==> config.mk <==
export PLATFORM = sky130hd
export DESIGN_NAME = grant_accumulator
export DESIGN_NICKNAME = d
export VERILOG_FILES = /design/src/rtl/accum_pkg.sv /design/src/rtl/lane_select.sv /design/src/rtl/grant_accumulator.sv
export SDC_FILE = /design/constraint.sdc
export NUM_CORES = 1
export LEC_CHECK = 0
export ABC_AREA = 1
export CAP_MARGIN = 20
export CORE_UTILIZATION = 41
export DETAILED_ROUTE_END_ITERATION = 6
export PLACE_DENSITY = 0.83
export SLEW_MARGIN = 10
export SYNTH_ARGS = -nofsm -noshare
export SYNTH_HDL_FRONTEND = slang
export SYNTH_SLANG_ARGS = --single-unit
==> constraint.sdc <==
create_clock -name clk -period 7.59 [get_ports clk]
set_clock_uncertainty 0.1 [all_clocks]
set_input_delay 0.759 -clock clk [delete_from_list [all_inputs] [get_ports clk]]
set_output_delay 0.759 -clock clk [all_outputs]
set_load 0.1 [all_outputs]
==> src/rtl/accum_pkg.sv <==
// Shared defaults and state encoding for the grant accumulator.
package accum_pkg;

  localparam int LANES_DEF  = 4;
  localparam int DATA_W_DEF = 16;
  localparam int SUM_W_DEF  = 24;

  typedef enum logic [1:0] {
    ST_IDLE  = 2'd0,
    ST_ACCUM = 2'd1,
    ST_DRAIN = 2'd2,
    ST_DONE  = 2'd3
  } state_t;

endpackage

==> src/rtl/lane_select.sv <==
// One-hot operand mux with one-hot / multi-hot grant detection (purely combinational).
module lane_select
  import accum_pkg::*;
#(
  parameter int LANES  = LANES_DEF,
  parameter int DATA_W = DATA_W_DEF
) (
  input  logic [LANES-1:0]        i_grant,
  input  logic [LANES*DATA_W-1:0] i_data,
  output logic [DATA_W-1:0]       o_operand,
  output logic                    o_one_hot,
  output logic                    o_multi_hot
);

  logic [7:0] w_cnt;

  // Masked OR of all lanes; only meaningful to the caller when the grant is one-hot.
  always_comb begin
    o_operand = {DATA_W{1'b0}};
    w_cnt     = 8'd0;
    for (int i = 0; i < LANES; i++) begin
      o_operand = o_operand | (i_data[i*DATA_W +: DATA_W] & {DATA_W{i_grant[i]}});
      w_cnt     = w_cnt + {7'd0, i_grant[i]};
    end
    o_one_hot   = (w_cnt == 8'd1);
    o_multi_hot = (w_cnt > 8'd1);
  end

endmodule

==> src/rtl/grant_accumulator.sv <==
// Accumulates operands from one-hot granted lanes through a two-stage pipeline.
// Define GRANT_ACC_SATURATE_EN to clamp the sum on carry instead of wrapping.
module grant_accumulator
  import accum_pkg::*;
#(
  parameter int LANES  = LANES_DEF,
  parameter int DATA_W = DATA_W_DEF,
  parameter int SUM_W  = SUM_W_DEF
) (
  input  logic                    clk,
  input  logic                    reset,
  input  logic [LANES-1:0]        grant,
  input  logic [LANES*DATA_W-1:0] data_in,
  input  logic                    start,
  input  logic [7:0]              count,
  output logic [LANES-1:0]        ack,
  output logic [SUM_W-1:0]        sum,
  output logic                    busy,
  output logic                    done,
  output logic                    overflow,
  output logic                    grant_err
);

  state_t              r_state;
  logic [7:0]          r_remaining;
  logic [DATA_W-1:0]   r_stage1;
  logic                r_stage1_vld;
  logic [SUM_W-1:0]    r_sum;
  logic                r_busy;
  logic                r_done;
  logic                r_overflow;
  logic                r_grant_err;

  logic [DATA_W-1:0]   w_operand;
  logic                w_one_hot;
  logic                w_multi_hot;
  logic                w_accept;
  logic [SUM_W:0]      w_add;
  logic [SUM_W-1:0]    w_sum_next;

  lane_select #(
    .LANES  (LANES),
    .DATA_W (DATA_W)
  ) u_lane_select (
    .i_grant     (grant),
    .i_data      (data_in),
    .o_operand   (w_operand),
    .o_one_hot   (w_one_hot),
    .o_multi_hot (w_multi_hot)
  );

  // Accept decision and the stage-2 adder with its carry handling.
  always_comb begin
    w_accept = !reset && (r_state == ST_ACCUM) && (r_remaining != 8'd0) && w_one_hot;
    ack      = w_accept ? grant : {LANES{1'b0}};
    w_add    = {1'b0, r_sum} + {{(SUM_W-DATA_W+1){1'b0}}, r_stage1};
`ifdef GRANT_ACC_SATURATE_EN
    w_sum_next = w_add[SUM_W] ? {SUM_W{1'b1}} : w_add[SUM_W-1:0];
`else
    w_sum_next = w_add[SUM_W-1:0];
`endif
  end

  // Control FSM, operand pipeline and sticky status flags.
  always_ff @(posedge clk) begin
    if (reset) begin
      r_state      <= ST_IDLE;
      r_remaining  <= 8'd0;
      r_stage1     <= {DATA_W{1'b0}};
      r_stage1_vld <= 1'b0;
      r_sum        <= {SUM_W{1'b0}};
      r_busy       <= 1'b0;
      r_done       <= 1'b0;
      r_overflow   <= 1'b0;
      r_grant_err  <= 1'b0;
    end else begin
      r_done       <= 1'b0;
      r_stage1_vld <= w_accept;
      if (r_stage1_vld) begin
        r_sum <= w_sum_next;
        if (w_add[SUM_W]) begin
          r_overflow <= 1'b1;
        end
      end
      if (w_accept) begin
        r_stage1    <= w_operand;
        r_remaining <= r_remaining - 8'd1;
      end
      case (r_state)
        ST_IDLE: begin
          if (start) begin
            r_sum       <= {SUM_W{1'b0}};
            r_overflow  <= 1'b0;
            r_grant_err <= 1'b0;
            r_remaining <= count;
            r_busy      <= 1'b1;
            if (count != 8'd0) begin
              r_state <= ST_ACCUM;
            end else begin
              r_state <= ST_DONE;
              r_done  <= 1'b1;
            end
          end
        end
        ST_ACCUM: begin
          if (w_multi_hot) begin
            r_grant_err <= 1'b1;
          end
          if (w_accept && (r_remaining == 8'd1)) begin
            r_state <= ST_DRAIN;
          end
        end
        ST_DRAIN: begin
          // The last operand lands in sum at this edge, so done rises with it.
          r_state <= ST_DONE;
          r_done  <= 1'b1;
        end
        ST_DONE: begin
          r_state <= ST_IDLE;
          r_busy  <= 1'b0;
        end
        default: begin
          r_state <= ST_IDLE;
          r_busy  <= 1'b0;
        end
      endcase
    end
  end

  assign sum       = r_sum;
  assign busy      = r_busy;
  assign done      = r_done;
  assign overflow  = r_overflow;
  assign grant_err = r_grant_err;

endmodule
==> results of run 1 <==
report_power, final:
group	leakage (nW)	internal [mW]	switching (mW)
Clock	0.0467	0.0688	0.112
Sequential	0.446	0.322	0.0316
Combinational	1.79	0.136	0.234
layout make-up:
type	instances	area (um2)	share of cell area, %
multi-input combinational	428	2340	45.8
timing repair buffer	114	1130	22.1
sequential	55	1100	21.5
inverter	83	313	6.10
tap	111	139	2.71
clock buffer	5	68.8	1.34
clock inverter	3	27.5	0.537
sequential cells by signal, summed over array words and instances, names as in the netlist:
register      count
busy              1
done              1
grant_err         1
overflow          1
r_remaining       8
r_stage1         16
r_stage1_vld      1
r_state           2
sum              24
worst reg2reg max path, stage by stage, from the launching register on:
cell     delay, ns
dfxtp_1       0.36
inv_1         0.10
ha_1          0.27
nand4_4       0.14
nor2_4        0.65
nand3_1       0.18
a21oi_2       0.23
nand2_1       0.08
nand2_1       0.08
nor2_1        0.05
Yosys cell counts, drive strengths merged:
cell,count
xnor2,1
dfxtp,55
nand2,128
xor2,4
a31oi,1
o211ai,7
clkinv,1
a22o,16
fa,2
nor2,80
clkbuf,11
nor3,15
o21bai,1
a21oi,44
ha,26
nand4,5
a31o,1
and2,2
buf,10
inv,82
or2,2
o22ai,1
a221oi,16
o21ai,34
nor3b,1
nand3,41
cells by family after synthesis:
group,after synthesis,share of synthesized area (%)
DFF,55,28.5
and+or+nand+nor,274,30.6
buffers and inverters,104,10.8
adders and majority gates,28,9.46
xor gates and xnor gates,5,1.13
AOI/OAI and AO/OA,121,19.6
metrics by stage:
step	cells	instance area [um2]
detailed placement	791	5030
floorplan	587	3860
CTS	799	5120
finish	799	5120
global placement	791	5030
global route	799	5120
path summary, 6_finish.rpt:
kind         startpoint          to  slack [ns]  depth (start not counted)
max            grant[0]      ack[2]        2.10                         11
max reg2reg  r_state[1]  r_state[0]        5.26                          9
min            overflow    overflow        0.35                          2
min reg2reg    overflow    overflow        0.35                          2
layer usage:
| metal | routed length [um] | vias to the layer above |
|---|---|---|
| li1 | - | 2142 |
| met1 | 4830 | 1930 |
| met2 | 5380 | 121 |
| met3 | 496 | 13 |
| met4 | 167 | 0 |
| met5 | 0 | - |
==> out/qor.yml, run 1 <==
global_routing:
  grt_overflow_total: 0
  grt_pass1_vias: 4155
  met1_usage_pct: 27.3
  busiest_layer: "met2"
  grt_pass1_wl_um: 18100
  antenna_found_initial: 0
  grt.met3_usage_pct: 3.12
  grt_max_degree: 42
  grt_use_met2_pct: 42.7
  track_usage_pct: 22.9
critical_path:
  path_cells: "clkdlybuf4s50_1, ha_1, inv_1, fa_1, ha_1, nor2_1, nand4_4, inv_1, nand2_2, nor2_1, clkdlybuf4s50_1"
  crit_fanout: 18
  critPathLaunchType: "primary input"
  crit_buf_inv: 4
  critPathArrivalTime_ns: 4.63
  critPathKind: "primary input to output pin"
  cp-end-kind: "output pin"
  cp.required_ns: 6.73
  critPathTopFamily: "buffers and inverters"
  critical_path.max_stage_delay_ns: 1.16
  slowest_stage: "clkdlybuf4s50_1"
clock_network:
  clock_sinks: 55
  cts_max_level: 2
  clock-root-buffer: "clkbuf_8"
  cts_setup_buffers: 0
  clk_pin_slew_ns: 0.10
  cts_tree: "done"
  hold_buffers: 0
  cts-resized-gates: 0
  insertion_delay_ns: 0.33
  cts_buffers: 5
  cts_max_path_buffers: 2
placement:
  post-dp-hpwl_um: 8600
  globalplace.congestion: 0.892
  place_ws_ns: 2.14
  port_buffers: 110
power:
  vdd_drop_max_mv: 0.160
  p_total_uw: 905
  leakage_nw: 2.28
  power_density_nw_per_um2: 177
floorplan:
  core-area_um2: 9200
  dieArea_um2: 9810
  die_h_um: 99.0
  io_pins: 111
  row_count: 35
  start_util_pct: 42.0
  die_x_um: 99.0
worst_hold_path:
  hold_class: "register to register"
detailed_routing:
  num_vias: 4206
  ant_nets: 0
  wl_per_cell_um: 13.6
  drt-initial-drc-count: 155
  viasPerCell: 5.26
  drcViolationCount: 2
  drt_pass1_iterations: 6
  drt-total-wl_um: 10900
timing:
  fin_ws_ns: 2.10
  finalSetupViolations: 0
  worstMarginPinSlew_ns: 0.977
  period_minus_slack_ns: 5.49
  finalMaxSlewViolations: 0
  rsz0062_at_grt: "no"
  clock.fmax_mhz: 182
  whs_ns: 0.352
  max_slew_margin_pct: 34.7
  finalSetupTns_ns: 0
  fin_crit_sh_pct: 72.3
  report.final.hold_viol_count: 0
status:
  violations: "DRC"
  outcome: "complete, but fails checks"
synth:
  yosysWarnings: 0
  synth.distinct_cells: 36
  ys_seq_area_share_pct: 28.5
  synthCells: 587
  netlist_area_um2: 3860
  synth.area.top_cells: "dfxtp_1 29%, nand2_1 12%, ha_1 8.4%, inv_1 7.9%, nor2_1 7.6%"
  syn_nets: 694
  ys_ff_latch: 55
  netlist.area_leader.share_pct: 28.5
  avgSynthCellArea_um2: 6.58
  synth.largest_area_cell: "dfxtp_1"
final_layout:
  nets: 794
  drive_above_1_share_pct: 3.92
  final_util_pct: 55.7
  layout_commonest_cell: "nand2_1"
  syn_to_final_growth_pct: 32.7
  fillers: 885
  num_antenna_cells: 0
  final_cell_mix: "124 x nand2_1, 110 x clkdlybuf4s50_1, 81 x inv_1"
run:
  maxCapViolCount: 0
Power figures use the tool's default switching activity.
==> run 2, diff against run 1 <==
- clock period: 7.59 -> 5.3 ns (I/O delays scaled with it)
==> run 2 against run 1 <==
  * Via count decreased by 0.90%
  * Power increased by 45%
  * Highest routed layer unchanged
  * Critical path type unchanged
  * Setup slack got worse by 0.57 ns
  * The run still ends with DRC left
  * Global-route usage decreased by 0.12 points
  * First-iteration DRC count decreased by 3.9%
  * Core utilization increased by 0.24 points
  * Worst hold slack improved by 0.0061 ns
  * Register-to-register slack got worse by 2.1 ns
==> out/qor.yml, run 2 (synthesis gave the netlist of run 1 again) <==
placement:
  place_area_um2: 5040
  post-dp-hpwl_um: 8570
  port_buffers: 110
  globalplace.congestion: 0.885
clock_network:
  cts_tree: "done"
  hold_buffers: 0
  clock-root-buffer: "clkbuf_8"
  cts-resized-gates: 0
  clk_pin_slew_ns: 0.10
  cts_buffers: 5
  insertion_delay_ns: 0.32
  clock_sinks: 55
  cts_setup_buffers: 0
  cts_max_path_buffers: 2
  cts_max_level: 2
timing:
  clock.fmax_mhz: 265
  finalSetupViolations: 0
  worstMarginPinSlew_ns: 0.977
  max_slew_margin_pct: 34.7
  period_minus_slack_ns: 3.77
  finalMaxSlewViolations: 0
  report.final.hold_viol_count: 0
  rsz0062_at_grt: "no"
  fin_crit_sh_pct: 71.1
  finalSetupTns_ns: 0
floorplan:
  core-area_um2: 9200
  die_h_um: 99.0
  start_util_pct: 42.0
  die_x_um: 99.0
  row_count: 35
  dieArea_um2: 9810
  io_pins: 111
critical_path:
  slowest_stage: "fa_1"
  reg2reg_slack_ns: 3.17
  critPathTopFamily: "buffers and inverters"
  critPathLaunchType: "primary input"
  critPathKind: "primary input to output pin"
  cp-startpoint: "grant[0]"
  cp-endpoint: "ack[2]"
  r2r_end: "sum[20]"
  rr_startpoint: "sum[0]"
  path_cells: "clkdlybuf4s50_1, buf_4, ha_1, inv_1, fa_1, ha_1, nor2_1, nand4_4, inv_1, nand2_2, nor2_1, buf_4"
  cp.depth: 12
  crit_buf_inv: 5
  cp.required_ns: 4.67
  r2r_cells: 11
  critical_path.max_stage_delay_ns: 0.40
  crit_fanout: 18
  cp-end-kind: "output pin"
  critPathArrivalTime_ns: 3.14
final_layout:
  nets: 797
  syn_to_final_growth_pct: 33.3
  fillers: 868
  largest_reg_flops: 24
  num_antenna_cells: 0
  final_cell_area_um2: 5150
  multi_input_area_um2: 2340
  layout_commonest_cell: "nand2_1"
  final_cell_mix: "124 x nand2_1, 106 x clkdlybuf4s50_1, 81 x inv_1"
  seqCellArea_um2: 1100
  drive_above_1_share_pct: 4.78
status:
  violations: "DRC"
  outcome: "complete, but fails checks"
detailed_routing:
  drcViolationCount: 2
  drt-total-wl_um: 10700
  num_vias: 4168
  drt-initial-drc-count: 149
  viasPerCell: 5.20
  wl_per_cell_um: 13.4
  ant_nets: 0
  drt_pass1_iterations: 6
global_routing:
  grt_pass1_wl_um: 17900
  track_usage_pct: 22.7
  grt_pass1_vias: 4085
  grt_overflow_total: 0
  grt_max_degree: 37
  antenna_found_initial: 0
power:
  power_density_nw_per_um2: 256
  p_sw_share_pct: 39.5
  internal_power_uw: 797
  leakage_nw: 2.31
  power_frac_seq_pct: 38.3
  vdd_drop_max_mv: 0.233
  pwr-share-comb_pct: 40.2
  p_clk_share_pct: 21.5
  p_sw_uw: 520
run:
  maxCapViolCount: 0
worst_hold_path:
  hold_class: "register to register"
-- run 2: cell types whose count changed in the layout (fill, tap and decap cells not counted), sizes merged --
cell / delta
bufinv: +1
inv: -2
buf: +7
clkdlybuf4s50: -4
-- run 2: cell type report --
type,instances,area share (%)
Clock inverter,2,0.729
Clock buffer,5,1.34
Tap cell,111,2.70
Inverter,83,6.08
Timing Repair Buffer,117,22.2
Multi-Input combinational cell,428,45.6
Sequential cell,55,21.4
-- run 2: per-stage QoR --
step	setup slack (ns)	total power, mW	cells	utilization [%]	hold WS (ns)
floorplan	1.12	0.884	587	-	0.357
global placement	1.57	1.02	794	54.8	0.339
detailed placement	1.51	1.04	794	54.8	0.344
CTS	1.51	1.32	801	56.0	0.359
global route	1.39	1.40	801	56.0	0.409
finish	1.53	1.32	801	56.0	0.358
-- run 2: worst reg2reg max path: stages, from the launching register on --
cell	delay [ns]
dfxtp_1	0.35
ha_1	0.25
fa_1	0.45
nand3_1	0.10
nand3_1	0.12
nand3_1	0.09
nand2_1	0.12
nand2_1	0.09
nand2_1	0.13
nand2_1	0.10
nand2_1	0.06
a21oi_1	0.11
-- run 2: worst min-delay path by stage --
stage	slack, ns	startpoint	to	depth (start not counted)
floorplan	0.36	r_remaining[6]	r_remaining[6]	2
global placement	0.34	overflow	overflow	2
detailed placement	0.34	overflow	overflow	2
CTS	0.36	overflow	overflow	2
global route	0.41	overflow	overflow	2
finish	0.36	overflow	overflow	2
-- run 2: routing by layer --
layer	global-route usage (%)	vias up	routed length, um	part of all wire (%)
met5	0	-	0	0
met2	41.9	109	5400	50
met1	26.6	1893	4690	44
li1	-	2150	-	-
met3	3.62	16	442	4.1
met4	7.81	0	181	1.7
-- run 2: power by group through the flow --
stage          sequential [mW]  clock (mW)  combinational, mW
2_1_floorplan            0.584           0              0.300
3_3_place_gp             0.511           0              0.513
3_5_place_dp             0.512           0              0.527
4_1_cts                  0.504       0.291              0.529
5_1_grt                  0.511       0.307              0.584
6_report                 0.504       0.283              0.530
==> run 3, diff against run 2 <==
- PLACE_DENSITY: 0.83 -> 0.85
- clock period: 5.3 -> 3.4 ns (I/O delays scaled with it)
==> run 3 against run 2 <==
  * The flow now finishes without violations
  * Largest power group unchanged
  * Global-route usage rose by 0.49 points
  * Critical path depth fell by 1
  * Largest cell class unchanged
  * Cell count rose by 0.12%
==> out/qor.yml, run 3 (synthesis gave the netlist of run 1 again) <==
placement:
  post-dp-hpwl_um: 8810
  place_area_um2: 5090
  port_buffers: 110
  globalplace.congestion: 0.916
critical_path:
  crit_fanout: 8
  cp-end-kind: "output pin"
  cp.required_ns: 2.96
  critical_path.max_stage_delay_ns: 0.43
  slowest_stage: "clkdlybuf4s50_1"
  rr_startpoint: "sum[0]"
  critPathKind: "primary input to output pin"
  path_cells: "clkdlybuf4s50_1, ha_1, inv_1, fa_1, ha_1, nor2_1, nand4_4, inv_1, nand2_2, nor2_1, buf_12"
  reg2reg_slack_ns: 1.32
  crit_buf_inv: 4
  r2r_end: "sum[20]"
  r2r_cells: 11
  critPathLaunchType: "primary input"
  critPathArrivalTime_ns: 2.69
  critPathTopFamily: "adder cells"
power:
  internal_power_mw: 1.18
  p_total_mw: 2.03
  p_sw_uw: 847
  p_sw_share_pct: 41.8
  power_density_nw_per_um2: 391
  vdd_drop_max_mv: 0.265
  leakage_nw: 2.32
  power_frac_seq_pct: 39.1
  pwr-share-comb_pct: 41.8
  p_clk_share_pct: 19.2
timing:
  clock.fmax_mhz: 319
  report.final.hold_viol_count: 0
  period_minus_slack_ns: 3.13
  worstMarginPinSlew_ns: 0.985
  finalSetupViolations: 0
  rsz0062_at_grt: "no"
  max_slew_margin_pct: 34.2
  finalMaxSlewViolations: 0
  whs_ns: 0.354
  finalSetupTns_ns: 0
  fin_crit_sh_pct: 92.2
worst_hold_path:
  whs_endpoint: "overflow"
  min_from: "overflow"
  min_path_cells: 2
  hold_class: "register to register"
clock_network:
  insertion_delay_ns: 0.32
  cts-resized-gates: 0
  cts_setup_buffers: 0
  clk_pin_slew_ns: 0.11
  cts_max_path_buffers: 2
  cts_buffers: 5
  clock-root-buffer: "clkbuf_8"
  cts_max_level: 2
  clock_sinks: 55
  hold_buffers: 0
  cts_tree: "done"
floorplan:
  core-area_um2: 9200
  io_pins: 111
  row_count: 35
  dieArea_um2: 9810
  die_x_um: 99.0
  start_util_pct: 42.0
  die_h_um: 99.0
run:
  maxCapViolCount: 0
global_routing:
  track_usage_pct: 23.2
  grt_max_degree: 34
  grt_pass1_vias: 4184
  grt_overflow_total: 0
  grt_pass1_wl_um: 18400
  antenna_found_initial: 0
detailed_routing:
  drt-total-wl_um: 11100
  num_vias: 4285
  drt_pass1_iterations: 5
  viasPerCell: 5.34
  drcViolationCount: 0
  drt-initial-drc-count: 157
  wl_per_cell_um: 13.9
  ant_nets: 0
final_layout:
  num_antenna_cells: 0
  final_cell_mix: "124 x nand2_1, 106 x clkdlybuf4s50_1, 81 x inv_1"
  layout_commonest_cell: "nand2_1"
  final_cell_area_um2: 5180
  final_util_pct: 56.4
  syn_to_final_growth_pct: 34.2
  nets: 797
  drive_above_1_share_pct: 4.92
  largest_reg_flops: 24
status:
  outcome: "complete, no violations"
## run 3: how the worst max path moves through the flow
stage                         from      to  slack (ns)  cells after the start
after CTS                 grant[0]  ack[1]        0.23                     11
after detailed placement  grant[0]  ack[1]        0.23                     11
after floorplan           grant[2]  ack[0]       -0.40                     10
after global routing      grant[0]  ack[2]        0.11                     11
final                     grant[0]  ack[1]        0.27                     11
after global placement    grant[0]  ack[0]        0.27                     11
## run 3: cell type report
type / instances / area (um2)
fillers: 895 / 4010
multi-input cells: 428 / 2340
repair buffers: 117 / 1190
flip-flops and latches: 55 / 1100
inverters: 83 / 313
well taps: 111 / 139
clock buffers: 5 / 68.8
clock inverters: 3 / 22.5
## run 3: through the flow
step,setup WS [ns],std cells
after floorplan,-0.404,587
after global placement,0.267,794
after detailed placement,0.232,794
after CTS,0.230,802
after global routing,0.109,802
final,0.266,802
## run 3: power groups by stage
stage	combinational, mW	clock [mW]	sequential [mW]
final	0.847	0.388	0.792
after global routing	0.920	0.417	0.801
after CTS	0.843	0.392	0.789
after detailed placement	0.840	0	0.802
after global placement	0.805	0	0.797
after floorplan	0.468	0	0.910
## run 3: routing by layer
layer,track usage (%),vias up,wire [um]
met3,2.48,18,554
met2,43.1,150,5520
met4,6.89,0,216
met1,28.0,1971,4840
li1,-,2146,-
met5,0,-,0
## run 3: tightest hold or removal path: stages, from the launching register on
cell,delay (ns)
dfxtp_1,0.32
inv_1,0.04
a21oi_1,0.05
